## src/rtl/anim_frame_scheduler_if.sv

```systemverilog
// anim_frame_scheduler_if: game-FSM side bundle for the LED frame scheduler (status, animation queue, frame outputs).
interface anim_frame_scheduler_if #(
    parameter int HOLD_W = 8
);
    logic              stat_we;
    logic [63:0]       stat_a;
    logic [63:0]       stat_b;
    logic              anim_valid;
    logic              anim_ready;
    logic [63:0]       anim_a;
    logic [63:0]       anim_b;
    logic [HOLD_W-1:0] anim_hold;
    logic              flush;
    logic [63:0]       frame_a;
    logic [63:0]       frame_b;
    logic              playing;
    logic              anim_done;
    logic [1:0]        queue_cnt;

    modport master (
        output stat_we, stat_a, stat_b, anim_valid, anim_a, anim_b, anim_hold, flush,
        input  anim_ready, frame_a, frame_b, playing, anim_done, queue_cnt
    );
    modport slave (
        input  stat_we, stat_a, stat_b, anim_valid, anim_a, anim_b, anim_hold, flush,
        output anim_ready, frame_a, frame_b, playing, anim_done, queue_cnt
    );
endinterface

```

## src/rtl/anim_frame_scheduler.sv

```systemverilog
// anim_frame_scheduler: plays queued timed animation frame pairs on two LED panels, else shows status frames.
module anim_frame_scheduler #(
    parameter int TICK_DIV = 50000,
    parameter int HOLD_W   = 8
) (
    input logic                   clk,
    input logic                   reset,
    anim_frame_scheduler_if.slave bus
);
    localparam int PW = TICK_DIV > 1 ? $clog2(TICK_DIV) : 1;
    localparam logic [PW-1:0] PRE_MAX = PW'(TICK_DIV - 1);

    typedef enum logic {IDLE, PLAY} state_t;
    typedef struct packed {
        logic [63:0]       a;
        logic [63:0]       b;
        logic [HOLD_W-1:0] hold;
    } ent_t;

    state_t            state_q, state_d;
    ent_t              mem_q [2];
    ent_t              in_ent, head;
    logic              rd_q, rd_d, wr_q, wr_d;
    logic [1:0]        cnt_q, cnt_d;
    logic [PW-1:0]     pre_q, pre_d;
    logic [HOLD_W-1:0] rem_q, rem_d;
    logic [63:0]       stat_a_q, stat_a_d, stat_b_q, stat_b_d;
    logic [63:0]       frame_a_q, frame_a_d, frame_b_q, frame_b_d;
    logic              playing_q, playing_d, done_q, done_d;
    logic              push, pop, tick, last;

    assign bus.anim_ready = cnt_q != 2'd2 && !bus.flush;
    assign bus.frame_a    = frame_a_q;
    assign bus.frame_b    = frame_b_q;
    assign bus.playing    = playing_q;
    assign bus.anim_done  = done_q;
    assign bus.queue_cnt  = cnt_q;

    always_comb begin
        push   = bus.anim_valid && bus.anim_ready;
        in_ent = '{a: bus.anim_a, b: bus.anim_b,
                   hold: bus.anim_hold == '0 ? HOLD_W'(1) : bus.anim_hold};
        tick   = state_q == PLAY && pre_q == PRE_MAX;
        last   = tick && rem_q == HOLD_W'(1);
        // an entry pushed on the completing edge may be popped straight through
        pop    = !bus.flush && ((state_q == IDLE && cnt_q != 2'd0) ||
                                (last && (cnt_q != 2'd0 || push)));
        head   = cnt_q != 2'd0 ? mem_q[rd_q] : in_ent;
    end

    always_comb begin
        state_d   = state_q;
        pre_d     = pre_q;
        rem_d     = rem_q;
        frame_a_d = frame_a_q;
        frame_b_d = frame_b_q;
        rd_d      = rd_q ^ pop;
        wr_d      = wr_q ^ push;
        cnt_d     = cnt_q + 2'(push) - 2'(pop);
        stat_a_d  = bus.stat_we ? bus.stat_a : stat_a_q;
        stat_b_d  = bus.stat_we ? bus.stat_b : stat_b_q;
        done_d    = last && !bus.flush;
        if (bus.flush) begin
            state_d   = IDLE;
            cnt_d     = 2'd0;
            rd_d      = 1'b0;
            wr_d      = 1'b0;
            pre_d     = '0;
            rem_d     = '0;
            frame_a_d = stat_a_d;
            frame_b_d = stat_b_d;
        end else if (pop) begin
            state_d   = PLAY;
            pre_d     = '0;
            rem_d     = head.hold;
            frame_a_d = head.a;
            frame_b_d = head.b;
        end else if (last || state_q == IDLE) begin
            state_d   = IDLE;
            pre_d     = '0;
            rem_d     = '0;
            frame_a_d = stat_a_q;
            frame_b_d = stat_b_q;
        end else begin
            pre_d = tick ? '0 : pre_q + PW'(1);
            rem_d = tick && rem_q != '0 ? rem_q - HOLD_W'(1) : rem_q;
        end
        playing_d = state_d == PLAY;
    end

    always_ff @(posedge clk) begin
        if (reset) begin
            state_q   <= IDLE;
            mem_q     <= '{default: '0};
            rd_q      <= 1'b0;
            wr_q      <= 1'b0;
            cnt_q     <= 2'd0;
            pre_q     <= '0;
            rem_q     <= '0;
            stat_a_q  <= '0;
            stat_b_q  <= '0;
            frame_a_q <= '0;
            frame_b_q <= '0;
            playing_q <= 1'b0;
            done_q    <= 1'b0;
        end else begin
            if (push) mem_q[wr_q] <= in_ent;
            state_q   <= state_d;
            rd_q      <= rd_d;
            wr_q      <= wr_d;
            cnt_q     <= cnt_d;
            pre_q     <= pre_d;
            rem_q     <= rem_d;
            stat_a_q  <= stat_a_d;
            stat_b_q  <= stat_b_d;
            frame_a_q <= frame_a_d;
            frame_b_q <= frame_b_d;
            playing_q <= playing_d;
            done_q    <= done_d;
        end
    end
endmodule

```

## src/flat_wrapper.sv

```systemverilog
// flat-port wrapper written by rule: the top's interface ports become plain ports
module anim_frame_scheduler_flat 
#(
    parameter int TICK_DIV = 50000,
    parameter int HOLD_W   = 8
)
  (clk, reset, bus_stat_we, bus_stat_a, bus_stat_b, bus_anim_valid, bus_anim_a, bus_anim_b, bus_anim_hold, bus_flush, bus_anim_ready, bus_frame_a, bus_frame_b, bus_playing, bus_anim_done, bus_queue_cnt);
  anim_frame_scheduler_if #(.HOLD_W(HOLD_W)) bus_i ();
  input logic clk;
  input logic reset;
  input wire logic [$bits(bus_i.stat_we)-1:0] bus_stat_we;
  input wire logic [$bits(bus_i.stat_a)-1:0] bus_stat_a;
  input wire logic [$bits(bus_i.stat_b)-1:0] bus_stat_b;
  input wire logic [$bits(bus_i.anim_valid)-1:0] bus_anim_valid;
  input wire logic [$bits(bus_i.anim_a)-1:0] bus_anim_a;
  input wire logic [$bits(bus_i.anim_b)-1:0] bus_anim_b;
  input wire logic [$bits(bus_i.anim_hold)-1:0] bus_anim_hold;
  input wire logic [$bits(bus_i.flush)-1:0] bus_flush;
  output wire logic [$bits(bus_i.anim_ready)-1:0] bus_anim_ready;
  output wire logic [$bits(bus_i.frame_a)-1:0] bus_frame_a;
  output wire logic [$bits(bus_i.frame_b)-1:0] bus_frame_b;
  output wire logic [$bits(bus_i.playing)-1:0] bus_playing;
  output wire logic [$bits(bus_i.anim_done)-1:0] bus_anim_done;
  output wire logic [$bits(bus_i.queue_cnt)-1:0] bus_queue_cnt;
  assign bus_i.stat_we = bus_stat_we;
  assign bus_i.stat_a = bus_stat_a;
  assign bus_i.stat_b = bus_stat_b;
  assign bus_i.anim_valid = bus_anim_valid;
  assign bus_i.anim_a = bus_anim_a;
  assign bus_i.anim_b = bus_anim_b;
  assign bus_i.anim_hold = bus_anim_hold;
  assign bus_i.flush = bus_flush;
  assign bus_anim_ready = bus_i.anim_ready;
  assign bus_frame_a = bus_i.frame_a;
  assign bus_frame_b = bus_i.frame_b;
  assign bus_playing = bus_i.playing;
  assign bus_anim_done = bus_i.anim_done;
  assign bus_queue_cnt = bus_i.queue_cnt;
  anim_frame_scheduler #(.TICK_DIV(TICK_DIV), .HOLD_W(HOLD_W)) u_core (.clk(clk), .reset(reset), .bus(bus_i));
endmodule
```

## config.mk

```make
export PLATFORM = sky130hd
export DESIGN_NAME = anim_frame_scheduler_flat
export DESIGN_NICKNAME = d
export VERILOG_FILES = /design/src/rtl/anim_frame_scheduler_if.sv /design/src/rtl/anim_frame_scheduler.sv /design/src/flat_wrapper.sv
export SDC_FILE = /design/constraint.sdc
export NUM_CORES = 1
export LEC_CHECK = 0
export CAP_MARGIN = 20
export CORE_MARGIN = 8
export CORE_UTILIZATION = 50
export CTS_BUF_LIST = sky130_fd_sc_hd__clkbuf_8
export CTS_CLUSTER_DIAMETER = 200
export DETAILED_ROUTE_END_ITERATION = 16
export GPL_TIMING_DRIVEN = 0
export MAX_ROUTING_LAYER = met4
export PLACE_DENSITY = 0.75
export SLEW_MARGIN = 20
export SYNTH_ARGS = -nofsm -noshare
export SYNTH_HDL_FRONTEND = slang
export SYNTH_SLANG_ARGS = --single-unit
```

## constraint.sdc

```tcl
create_clock -name clk -period 2.58 [get_ports clk]
set_input_delay 0.258 -clock clk [delete_from_list [all_inputs] [get_ports clk]]
set_output_delay 0.258 -clock clk [all_outputs]
set_load 0.02 [all_outputs]
```

==> reports/results.tsv <==
metric	value	unit
Max-slew headroom	24.3	%
syn avg cell area	9.36	um2
Seq pwr share	45.1	%
Distinct cells, synth	53	
register bit total from synthesis	558	
register area share after synthesis	44.8	%
met2 usage in global routing	46.9	%
initial core utilization	50.2	%
unrepaired setup endpoints after global routing	true	
Setup CP Type	reg2reg	
CTS tree	built	
Crit path arrival time	3.07	ns
Post-Synth Adder-Cell Area	0.351	%
GR Layer Usage met1	36.0	%
drt pass-1 iters	5	
synth-to-layout area growth	28.5	%
CTS Hold Bufs	0	
non-filler cells, final	3929	
post-synthesis cell count	2663	
Synth Flop Type	dfxtp_1	
Tightest Pin Transition	1.14	ns
Placed Instances	3733	
Clk pwr share	39.2	%
post-place setup slack	-0.962	ns
Synthesis Warnings	0	
critical path peak fanout	10	
Routed WL per cell	21.8	um
nets	3435	
Worst Min Path Start	bus_stat_b[34]	
largest family of logic cells by synthesized area	multiplexers	
number of remaining DRC errors	0	
H-Tree Depth	3	
Simple-Gate Fraction of Synth Area	17.2	%
die area	0.0572	mm2
wirelength, routed	85500	um
post-synthesis mux area share	21.8	%
CTS buffer count	95	
grt peak-use layer	met2	
routed vias/inst	5.68	
Num Clock Sinks	558	
Final min period	2.51	ns
Top Ports	402	
global-route usage over all layers	29.4	%
internal power	14900	uW
CP endpoint kind	flip-flop	
top cells by area, synth	dfxtp_1 (45%), mux2i_1 (19%), nor2_1 (5.8%), a221o_1 (5.1%), nand3b_1 (3.9%)	
NetSw	5680	uW
Sw Ratio	27.6	%
clk root buf	clkbuf_8	
post-route setup slack	0.0677	ns
vias in the first global route	22900	
DIE WIDTH	239	um
compound-gate portion of the synthesized area	11.4	%
LEAKAGE	0.0118	uW
Achievable Freq	398	MHz
combinational power share	15.6	%
initial antenna violation count	27	
num rows	82	
Min-Delay Path Class	in2reg	
final number of setup-violating endpoints	0	
Reg2Reg Depth	8	
total grt overflow	0	
r2r startpoint	u_core.bus.queue_cnt[0]	
Fin. Hold Viols	0	
Setup crit start	u_core.bus.queue_cnt[0]	
ratio of cells with drive above 1 in the final layout	9.19	%
IO buf count	398	
Power Density	644	mW/mm2
M3 GR Usage	4.80	%
Max Cap Violations	0	
skew final	0.0169	ns
synth cell count leaders	dfxtp_1 (558), mux2i_1 (474), nor2_1 (384), nand2_1 (199), clkbuf_1 (152)	
post-route ant nets	0	
post-route clock period utilization	97.4	%
Synth top area share	44.8	%
CP startpoint kind	flip-flop	
total negative setup slack	0	ns
Required @ worst endpoint	3.14	ns
status	finished clean	
vias	22300	
first-iteration detailed-routing DRC count	1809	
HPWL after DPL	60900	um
first-pass GRT wire length	129000	um
xor and xnor fraction of the mapped netlist area	0.633	%
Clk Latency, worst-skew pair	0.69	ns
Tot Pwr	20600	uW
post-synth net total	2939	
Die Span Y	239	um
count leader, synth	dfxtp_1	
largest net degree at the start of global routing	18	
mapped cell area	0.0249	mm2
post-synth top area cell	dfxtp_1	
GP Congestion	0.899	
number of synthesized flops with an enable pin	0	
CTS clock-pin slew for the worst setup and hold paths	0.06	ns
clk buf depth	3	
hold depth	3	
core area	0.0497	mm2
Max rail drop VDD	380	uV
FFs w/ async S/R, synth	0	%
Slew Limit Fails	0	
-- power by group through the flow --
stage / registers, uW / logic (uW) / clock network (uW)
floorplan: 9600 / 1530 / 0
global placement: 9450 / 3090 / 0
detailed placement: 9470 / 3160 / 0
CTS: 9290 / 3190 / 8180
global route: 9330 / 3440 / 8600
finish: 9300 / 3220 / 8080
-- flip-flops by register name (all words and copies together) (netlist names) --
name / cells
u_core.mem_q: 272
u_core.stat_b_q: 64
u_core.bus.anim_done: 1
u_core.bus.frame_a: 64
u_core.rd_q: 1
u_core.pre_q: 16
u_core.bus.queue_cnt: 2
u_core.rem_q: 8
u_core.wr_q: 1
u_core.bus.frame_b: 64
u_core.stat_a_q: 64
u_core.state_q: 1
-- worst paths after layout --
| path | to | slack, ns |
|---|---|---|
| hold / removal | u_core.stat_b_q[34] | 0.21 |
| setup / recovery | u_core.mem_q[32] | 0.07 |
| hold reg to reg | u_core.bus.frame_a[2] | 0.48 |
| setup reg to reg | u_core.mem_q[32] | 0.07 |
-- final cells by class --
class | instances | area (um2)
Buffer | 222 | 1120
Tap cell | 672 | 841
Clock inverter | 41 | 173
Multi-Input combinational cell | 1876 | 12800
Sequential cell | 558 | 11200
Fill cell | 4194 | 17600
Antenna cell | 25 | 62.6
Clock buffer | 129 | 1780
Timing Repair Buffer | 401 | 4010
Inverter | 5 | 18.8
-- critical path, cell delays in order, from the launching register on --
cell and delay, ns:
dfxtp_1 0.48, inv_1 0.07, a21oi_1 0.27, and2_1 0.31
ha_1 0.22, clkbuf_4 0.32, buf_2 0.40, mux2i_1 0.25
nor2_1 0.05
-- layer usage --
metal  wire (um)  vias up
li1            -    10400
met1       36300    10900
met2       40500      825
met3        4870      211
met4        3850        0
met5           0        -
-- cell families (layout without fill, tap and decap cells) --
logic type | after synthesis | in the layout
other cells | 0 | 25
fa+ha+maj | 7 | 7
xor+xnor | 18 | 18
flops | 558 | 558
compound gates | 426 | 426
simple gates | 891 | 891
buf+inv | 229 | 798
mux | 534 | 534
-- cell usage in the layout, fill, tap and decap left out, types with 70 or more instances in the layout --
cell type        count
a21oi_1            139
nor2_1             382
nand2b_1            70
dfxtp_1            556
nand2_1            199
clkbuf_1           122
o21ai_0            134
a221o_1            128
clkbuf_8           129
mux2i_1            474
clkdlybuf4s50_1    398
nand3b_1           128
-- through the flow --
step                hold WS (ns)  instance area [um2]  util, %
CTS                        0.170                31800     64.1
detailed placement         0.467                29800     59.9
global route               0.190                32000     64.5
finish                     0.209                32000     64.5
global placement           0.443                29700     59.9
floorplan                  0.405                24900        -
-- what timing repair did --
item / in CTS / in global routing
endpoints found under the setup margin: 399 / 267
setup buffers: 0 / 3
resized for setup: 59 / 65
pin swaps: 0 / 1
No activity file was read; power rests on OpenSTA's default activity.
